<file path="src/rtl/ps2_pkg.sv">
// Shared PS/2 set-2 decoder definitions: scan-code constants, parser states,
// the queued event record and the scan-code to ASCII translation.
package ps2_pkg;

  localparam logic [7:0] SC_EXT     = 8'hE0;
  localparam logic [7:0] SC_BRK     = 8'hF0;
  localparam logic [7:0] SC_LSHIFT  = 8'h12;
  localparam logic [7:0] SC_RSHIFT  = 8'h59;
  localparam logic [7:0] SC_CTRL    = 8'h14;
  localparam logic [7:0] SC_ALT     = 8'h11;
  localparam logic [7:0] SC_CAPS    = 8'h58;

  typedef enum logic [1:0] {
    ST_IDLE,
    ST_EXT,
    ST_BRK,
    ST_EXT_BRK
  } ps2_state_t;

  typedef struct packed {
    logic       rpt;
    logic       brk;
    logic       ext;
    logic [7:0] code;
    logic [7:0] ascii;
  } ps2_evt_t;

  localparam int EVT_W = $bits(ps2_evt_t);

  // Keyboard housekeeping bytes (BAT, ACK, echo, resend, errors) carry no key.
  function automatic logic is_ctrl_byte(input logic [7:0] b);
    return (b == 8'hAA) || (b == 8'hFA) || (b == 8'hEE) ||
           (b == 8'hFE) || (b == 8'h00) || (b == 8'hFF);
  endfunction

  function automatic logic [7:0] ascii_lookup(input logic [7:0] code,
                                              input logic       shift,
                                              input logic       ctrl,
                                              input logic       caps);
    logic [7:0] letter;
    logic [7:0] res;
    letter = 8'h00;
    res    = 8'h00;
    case (code)
      8'h1C: letter = 8'h61; 8'h32: letter = 8'h62; 8'h21: letter = 8'h63;
      8'h23: letter = 8'h64; 8'h24: letter = 8'h65; 8'h2B: letter = 8'h66;
      8'h34: letter = 8'h67; 8'h33: letter = 8'h68; 8'h43: letter = 8'h69;
      8'h3B: letter = 8'h6A; 8'h42: letter = 8'h6B; 8'h4B: letter = 8'h6C;
      8'h3A: letter = 8'h6D; 8'h31: letter = 8'h6E; 8'h44: letter = 8'h6F;
      8'h4D: letter = 8'h70; 8'h15: letter = 8'h71; 8'h2D: letter = 8'h72;
      8'h1B: letter = 8'h73; 8'h2C: letter = 8'h74; 8'h3C: letter = 8'h75;
      8'h2A: letter = 8'h76; 8'h1D: letter = 8'h77; 8'h22: letter = 8'h78;
      8'h35: letter = 8'h79; 8'h1A: letter = 8'h7A;
      default: letter = 8'h00;
    endcase
    if (letter != 8'h00) begin
      if (ctrl)              res = letter - 8'h60;
      else if (shift ^ caps) res = letter - 8'h20;
      else                   res = letter;
    end else begin
      case (code)
        8'h16: res = shift ? 8'h21 : 8'h31;
        8'h1E: res = shift ? 8'h40 : 8'h32;
        8'h26: res = shift ? 8'h23 : 8'h33;
        8'h25: res = shift ? 8'h24 : 8'h34;
        8'h2E: res = shift ? 8'h25 : 8'h35;
        8'h36: res = shift ? 8'h5E : 8'h36;
        8'h3D: res = shift ? 8'h26 : 8'h37;
        8'h3E: res = shift ? 8'h2A : 8'h38;
        8'h46: res = shift ? 8'h28 : 8'h39;
        8'h45: res = shift ? 8'h29 : 8'h30;
        8'h29: res = 8'h20;
        8'h5A: res = 8'h0D;
        8'h66: res = 8'h08;
        default: res = 8'h00;
      endcase
    end
    return res;
  endfunction

endpackage

</file>
<file path="src/rtl/ps2_evt_fifo.sv">
// Synchronous event FIFO; a push into a full FIFO is accepted only when a pop
// frees a slot on the same edge.
module ps2_evt_fifo #(
  parameter int WIDTH = 19,
  parameter int DEPTH = 8
) (
  input  logic             clk,
  input  logic             rst,
  input  logic             push,
  input  logic [WIDTH-1:0] din,
  input  logic             pop,
  output logic [WIDTH-1:0] dout,
  output logic             full,
  output logic             empty
);

  localparam int AW = $clog2(DEPTH);

  logic [WIDTH-1:0] mem_q [DEPTH];
  logic [AW:0]      wr_ptr_q, rd_ptr_q;
  logic             do_push, do_pop;

  assign empty   = (wr_ptr_q == rd_ptr_q);
  assign full    = (wr_ptr_q[AW] != rd_ptr_q[AW]) &&
                   (wr_ptr_q[AW-1:0] == rd_ptr_q[AW-1:0]);
  assign do_pop  = pop && !empty;
  assign do_push = push && (!full || do_pop);
  assign dout    = mem_q[rd_ptr_q[AW-1:0]];

  // NOTE: sequential state uses non-blocking assignments so every register
  // samples the pre-edge values of the others.
  always_ff @(posedge clk) begin
    if (rst) begin
      wr_ptr_q <= '0;
      rd_ptr_q <= '0;
    end else begin
      if (do_push) wr_ptr_q <= wr_ptr_q + 1'b1;
      if (do_pop)  rd_ptr_q <= rd_ptr_q + 1'b1;
    end
  end

  // NOTE: storage is not reset; the pointers define which entries are live,
  // and resetting the array would prevent RAM inference.
  always_ff @(posedge clk) begin
    if (do_push) mem_q[wr_ptr_q[AW-1:0]] <= din;
  end

endmodule

</file>
<file path="src/rtl/ps2_key_decoder.sv">
// PS/2 set-2 decoder: prefix parser, modifier/held-key tracking, ASCII
// translation and a queued key-event stream with valid/ready handshake.
module ps2_key_decoder
  import ps2_pkg::*;
#(
  parameter int FIFO_DEPTH = 8,
  parameter int CNT_W      = 8
) (
  input  logic             clk,
  input  logic             rst,
  input  logic [7:0]       ps2_data,
  input  logic             ps2_valid,
  output logic             key_valid,
  input  logic             key_ready,
  output logic [7:0]       key_code,
  output logic [7:0]       key_ascii,
  output logic             key_ext,
  output logic             key_brk,
  output logic             key_rpt,
  output logic             held_valid,
  output logic [7:0]       held_code,
  output logic [7:0]       held_ascii,
  output logic [CNT_W-1:0] press_cnt,
  output logic             shift_flag,
  output logic             ctrl_flag,
  output logic             alt_flag,
  output logic             caps_lock,
  output logic             overflow
);

  ps2_state_t state_q, state_d;
  logic       evt_fire, evt_brk, evt_ext;

  always_ff @(posedge clk) begin
    if (rst) state_q <= ST_IDLE;
    else     state_q <= state_d;
  end

  // NOTE: every combinational output gets a default first so no path
  // through the block can infer a latch.
  always_comb begin
    state_d = state_q;
    if (ps2_valid) begin
      unique case (state_q)
        ST_IDLE: begin
          if (ps2_data == SC_EXT)      state_d = ST_EXT;
          else if (ps2_data == SC_BRK) state_d = ST_BRK;
        end
        ST_EXT:     state_d = (ps2_data == SC_BRK) ? ST_EXT_BRK : ST_IDLE;
        ST_BRK:     state_d = ST_IDLE;
        ST_EXT_BRK: state_d = ST_IDLE;
        default:    state_d = ST_IDLE;
      endcase
    end
  end

  always_comb begin
    evt_fire = 1'b0;
    evt_brk  = 1'b0;
    evt_ext  = 1'b0;
    if (ps2_valid) begin
      unique case (state_q)
        ST_IDLE:    evt_fire = (ps2_data != SC_EXT) && (ps2_data != SC_BRK) &&
                               !is_ctrl_byte(ps2_data);
        ST_EXT: begin
          evt_fire = (ps2_data != SC_BRK);
          evt_ext  = 1'b1;
        end
        ST_BRK: begin
          evt_fire = 1'b1;
          evt_brk  = 1'b1;
        end
        ST_EXT_BRK: begin
          evt_fire = 1'b1;
          evt_brk  = 1'b1;
          evt_ext  = 1'b1;
        end
        default: evt_fire = 1'b0;
      endcase
    end
  end

  // Key state registers.
  logic             shift_q, ctrl_q, alt_q, caps_q, overflow_q;
  logic             shift_d, ctrl_d, alt_d, caps_d, overflow_d;
  logic             held_valid_q, held_ext_q, held_valid_d, held_ext_d;
  logic [7:0]       held_code_q, held_ascii_q, held_code_d, held_ascii_d;
  logic [CNT_W-1:0] press_cnt_q, press_cnt_d;

  logic             is_shift, is_ctrl, is_alt, is_mod, is_make, is_rpt;
  logic [7:0]       evt_ascii;
  ps2_evt_t         evt, head;
  logic             fifo_full, fifo_empty, pop;

  assign is_shift  = !evt_ext && ((ps2_data == SC_LSHIFT) || (ps2_data == SC_RSHIFT));
  assign is_ctrl   = (ps2_data == SC_CTRL);
  assign is_alt    = (ps2_data == SC_ALT);
  assign is_mod    = is_shift || is_ctrl || is_alt;
  assign is_make   = evt_fire && !evt_brk;
  assign is_rpt    = is_make && held_valid_q && (held_ext_q == evt_ext) &&
                     (held_code_q == ps2_data);
  assign evt_ascii = (!evt_brk && !evt_ext) ?
                     ascii_lookup(ps2_data, shift_q, ctrl_q, caps_q) : 8'h00;

  assign evt = '{rpt: is_rpt, brk: evt_brk, ext: evt_ext,
                 code: ps2_data, ascii: evt_ascii};

  always_comb begin
    shift_d      = shift_q;
    ctrl_d       = ctrl_q;
    alt_d        = alt_q;
    caps_d       = caps_q;
    held_valid_d = held_valid_q;
    held_ext_d   = held_ext_q;
    held_code_d  = held_code_q;
    held_ascii_d = held_ascii_q;
    press_cnt_d  = press_cnt_q;
    overflow_d   = overflow_q || (evt_fire && fifo_full && !pop);
    if (evt_fire) begin
      if (is_shift) shift_d = !evt_brk;
      if (is_ctrl)  ctrl_d  = !evt_brk;
      if (is_alt)   alt_d   = !evt_brk;
      if (is_make && !is_rpt) begin
        press_cnt_d = press_cnt_q + 1'b1;
        if (ps2_data == SC_CAPS) caps_d = !caps_q;
      end
      if (is_make && !is_mod) begin
        held_valid_d = 1'b1;
        held_ext_d   = evt_ext;
        held_code_d  = ps2_data;
        held_ascii_d = evt_ascii;
      end else if (evt_brk && held_valid_q && (held_code_q == ps2_data) &&
                   (held_ext_q == evt_ext)) begin
        held_valid_d = 1'b0;
        held_ext_d   = 1'b0;
        held_code_d  = 8'h00;
        held_ascii_d = 8'h00;
      end
    end
  end

  always_ff @(posedge clk) begin
    if (rst) begin
      shift_q      <= 1'b0;
      ctrl_q       <= 1'b0;
      alt_q        <= 1'b0;
      caps_q       <= 1'b0;
      overflow_q   <= 1'b0;
      held_valid_q <= 1'b0;
      held_ext_q   <= 1'b0;
      held_code_q  <= 8'h00;
      held_ascii_q <= 8'h00;
      press_cnt_q  <= '0;
    end else begin
      shift_q      <= shift_d;
      ctrl_q       <= ctrl_d;
      alt_q        <= alt_d;
      caps_q       <= caps_d;
      overflow_q   <= overflow_d;
      held_valid_q <= held_valid_d;
      held_ext_q   <= held_ext_d;
      held_code_q  <= held_code_d;
      held_ascii_q <= held_ascii_d;
      press_cnt_q  <= press_cnt_d;
    end
  end

  assign pop = key_valid && key_ready;

  ps2_evt_fifo #(
    .WIDTH (EVT_W),
    .DEPTH (FIFO_DEPTH)
  ) u_fifo (
    .clk   (clk),
    .rst   (rst),
    .push  (evt_fire),
    .din   (evt),
    .pop   (pop),
    .dout  (head),
    .full  (fifo_full),
    .empty (fifo_empty)
  );

  // Head fields read zero while empty so stale storage never leaks out.
  assign key_valid  = !fifo_empty;
  assign key_code   = key_valid ? head.code  : 8'h00;
  assign key_ascii  = key_valid ? head.ascii : 8'h00;
  assign key_ext    = key_valid && head.ext;
  assign key_brk    = key_valid && head.brk;
  assign key_rpt    = key_valid && head.rpt;

  assign held_valid = held_valid_q;
  assign held_code  = held_code_q;
  assign held_ascii = held_ascii_q;
  assign press_cnt  = press_cnt_q;
  assign shift_flag = shift_q;
  assign ctrl_flag  = ctrl_q;
  assign alt_flag   = alt_q;
  assign caps_lock  = caps_q;
  assign overflow   = overflow_q;

endmodule

</file>
<file path="config.mk">
export PLATFORM = sky130hd
export DESIGN_NAME = ps2_key_decoder
export DESIGN_NICKNAME = d
export VERILOG_FILES = /design/src/rtl/ps2_pkg.sv /design/src/rtl/ps2_evt_fifo.sv /design/src/rtl/ps2_key_decoder.sv
export SDC_FILE = /design/constraint.sdc
export NUM_CORES = 1
export LEC_CHECK = 0
export CORE_ASPECT_RATIO = 0.9
export CORE_MARGIN = 5
export CORE_UTILIZATION = 59
export CTS_BUF_LIST = sky130_fd_sc_hd__clkbuf_8 sky130_fd_sc_hd__clkbuf_16
export CTS_CLUSTER_SIZE = 25
export DETAILED_ROUTE_END_ITERATION = 10
export PLACE_DENSITY = 0.8
export SLEW_MARGIN = 10
export SYNTH_ARGS = -nofsm -noshare
export SYNTH_HDL_FRONTEND = slang
export SYNTH_SLANG_ARGS = --single-unit
</file>
<file path="constraint.sdc">
create_clock -name clk -period 5.3 [get_ports clk]
set_input_delay 1.06 -clock clk [delete_from_list [all_inputs] [get_ports clk]]
set_output_delay 1.06 -clock clk [all_outputs]
set_load 0.05 [all_outputs]
</file>
==> flow_summary.toml <==
[status]
status = "finished, final reports clean"

[clocking]
clk_latency_ns = 0.44
postCtsResizedCells = 0
cts_tree = "yes"
clock_path_buffers = 2
post_cts_buffers = 0
path_clk_slew_ns = 0.07
postCtsHoldBufs = 0
cts_sinks = 196
cts_made_buffers = 17
cts_max_level = 4
clock-root-buffer = "clkbuf_16"

[critical_path]
reg2reg_slack_ns = 2.63
arrival_ns = 3.23
start_kind = "register"
ff2ff_path_depth = 6
cp.required_ns = 4.24
critPathKind = "register to primary output"
critPathMaxFanout = 24
cp-end-kind = "primary output"

[synthesis]
synth_edf_count = 152
ys_warn_count = 0
syn_area_mm2 = 0.00908
async_flop_share_pct = 0
synth_nets = 678
synth.distinct_cells = 72
avgSynthCellArea_um2 = 13.9
ys.flop_type = "edfxtp_1"
ys_ff_latch = 196
synthesis.instances = 654
seq_area_frac_synth_pct = 60.0

[floorplanning]
rows = 43
coreArea_mm2 = 0.0153
die_area_mm2 = 0.0180
die_y_um = 128
die_w_um = 141
pin_count = 62
start_util_pct = 59.4

[global_route]
grt_overflow = 0
grt_pass1_wl_um = 34300
grt_max_degree = 40
grt_pass1_vias = 5966
antenna_found_initial = 0
grt_usage_pct = 25.2

[sta]
fmax_mhz = 233
worst_hold_slack_ns = 0.470
maxSlewHeadroom_pct = 27.9
worstMarginPinSlew_ns = 1.08
clock_skew_ns = 0.00973
report.final.slew_viol_count = 0
period_needed_ns = 4.29
timing.setup.tns_ns = 0
hold_viol_final = 0
rsz0062_at_grt = "false"
fin_ws_ns = 1.01
period_share_pct = 80.9
setup_violations = 0

[final_layout]
synthToLayoutAreaGrowth_pct = 16.0
utilization_pct = 68.9
finalInstanceArea_mm2 = 0.0105
register_area_mm2 = 0.00545
drive_above_1_share_pct = 18.1
nNetsFinal = 740
multiInputGateArea_mm2 = 0.00339
stdcell_count = 931
fillers = 1050
diodes = 0

[place]
dpl_cell_area_mm2 = 0.00994
pre_cts_ws_ns = 0.677
place_inst = 899
routabilityCongestion = 0.883
portBuffers = 61
hpwl_um = 13600

[routing]
wl_per_cell_um = 23.2
firstDrtPassIters = 5
drcViolationCount = 0
drt_iter0_markers = 583
routed_wl_um = 21600
via_per_inst = 6.33
drtAntennaViolNets = 0
routed-via-count = 5893

[flow_run]
cap_violations = 0

[min_path]
whs_path_depth = 1
hold_class = "register to register"

[pwr]
peakVddDrop_uv = 248
cellPowerDensity_mw_per_mm2 = 370
power_mw = 3.90
p_leak_nw = 3.57
final cells by class:
type | count | share of cell area [%]
inverter | 9 | 0.321
multi-input combinational | 404 | 32.2
timing repair buffer | 88 | 7.72
clock inverter | 15 | 1.62
sequential | 196 | 51.7
clock buffer | 17 | 4.04
tap | 202 | 2.40
placed cells by master (no fill, tap or decap), types with 6 or more instances in the layout:
cell type | synthesis | layout
xnor2_1 | 16 | 16
and2_1 | 6 | 6
nor2b_1 | 13 | 13
xor2_1 | 12 | 12
inv_1 | 8 | 10
and3_1 | 7 | 7
o21ai_0 | 12 | 12
clkdlybuf4s50_1 | 0 | 61
mux2_2 | 9 | 9
buf_4 | 2 | 27
dfxtp_1 | 44 | 43
ha_1 | 12 | 12
nor2_1 | 57 | 56
a21oi_1 | 32 | 32
nand2b_1 | 8 | 8
mux4_2 | 38 | 38
mux2i_1 | 27 | 27
clkbuf_16 | 0 | 17
edfxtp_1 | 152 | 152
nand3_1 | 25 | 25
nand2_1 | 32 | 32
nand4_1 | 13 | 13
critical path, stage by stage, from the launching register on:
cell	delay, ns
dfxtp_2	0.89
buf_4	0.35
mux4_2	0.53
mux2i_1	0.20
nor2_1	0.07
clkdlybuf4s50_1	0.72
worst paths after layout:
check                             startpoint                         end
setup / recovery                    register                key_ascii[0]
hold / removal    held_ascii[0]$_SDFFE_PP0P_  held_ascii[0]$_SDFFE_PP0P_
setup reg to reg     state_q[0]$_SDFFE_PP0P_  held_ascii[1]$_SDFFE_PP0P_
hold reg to reg   held_ascii[0]$_SDFFE_PP0P_  held_ascii[0]$_SDFFE_PP0P_
cell families after synthesis:
family | Yosys count | synth area share [%]
mux | 74 | 13.5
fa+ha+maj | 12 | 1.65
simple gates | 196 | 11.7
buf+inv | 54 | 3.13
flops | 196 | 60.0
compound gates | 93 | 7.13
xor+xnor | 29 | 2.88
power by group:
part	total, mW	internal, mW	switching, mW
clock network	1.29	0.708	0.584
registers	1.77	1.70	0.0676
logic	0.836	0.331	0.505
per-layer routing:
metal / up-vias / share of wire [%] / global-route usage [%]
li1: 2625 / - / -
met1: 2947 / 40 / 33.9
met2: 284 / 51 / 43.0
met3: 37 / 6.9 / 4.14
met4: 0 / 1.8 / 6.89
met5: - / 0 / 0
synthesized netlist by cell type (5+ instances only):
cell type	instances	area (um2)
nand3_1	25	125
clkbuf_1	22	82.6
buf_2	11	55.1
nor2b_1	13	81.3
inv_1	8	30.0
mux2_2	9	101
dfxtp_1	44	881
buf_6	8	90.1
ha_1	12	150
mux2i_1	27	270
mux4_2	38	856
nand4_1	13	81.3
xnor2_1	16	140
edfxtp_1	152	4560
and2_1	6	37.5
nand2b_1	8	50.1
xor2_1	12	105
a21oi_1	32	160
o21ai_0	12	60.1
nand2_1	32	120
nor2_1	57	214
a22o_1	5	43.8
and3_1	7	43.8
registers in the layout, indices dropped and copies added (netlist names), 2 cells and up, named ones only:
name             flops
held_ascii           8
held_code            8
press_cnt            8
state_q              2
u_fifo.mem_q       152
u_fifo.rd_ptr_q      4
u_fifo.wr_ptr_q      4
(Power assumes the default switching activity.)
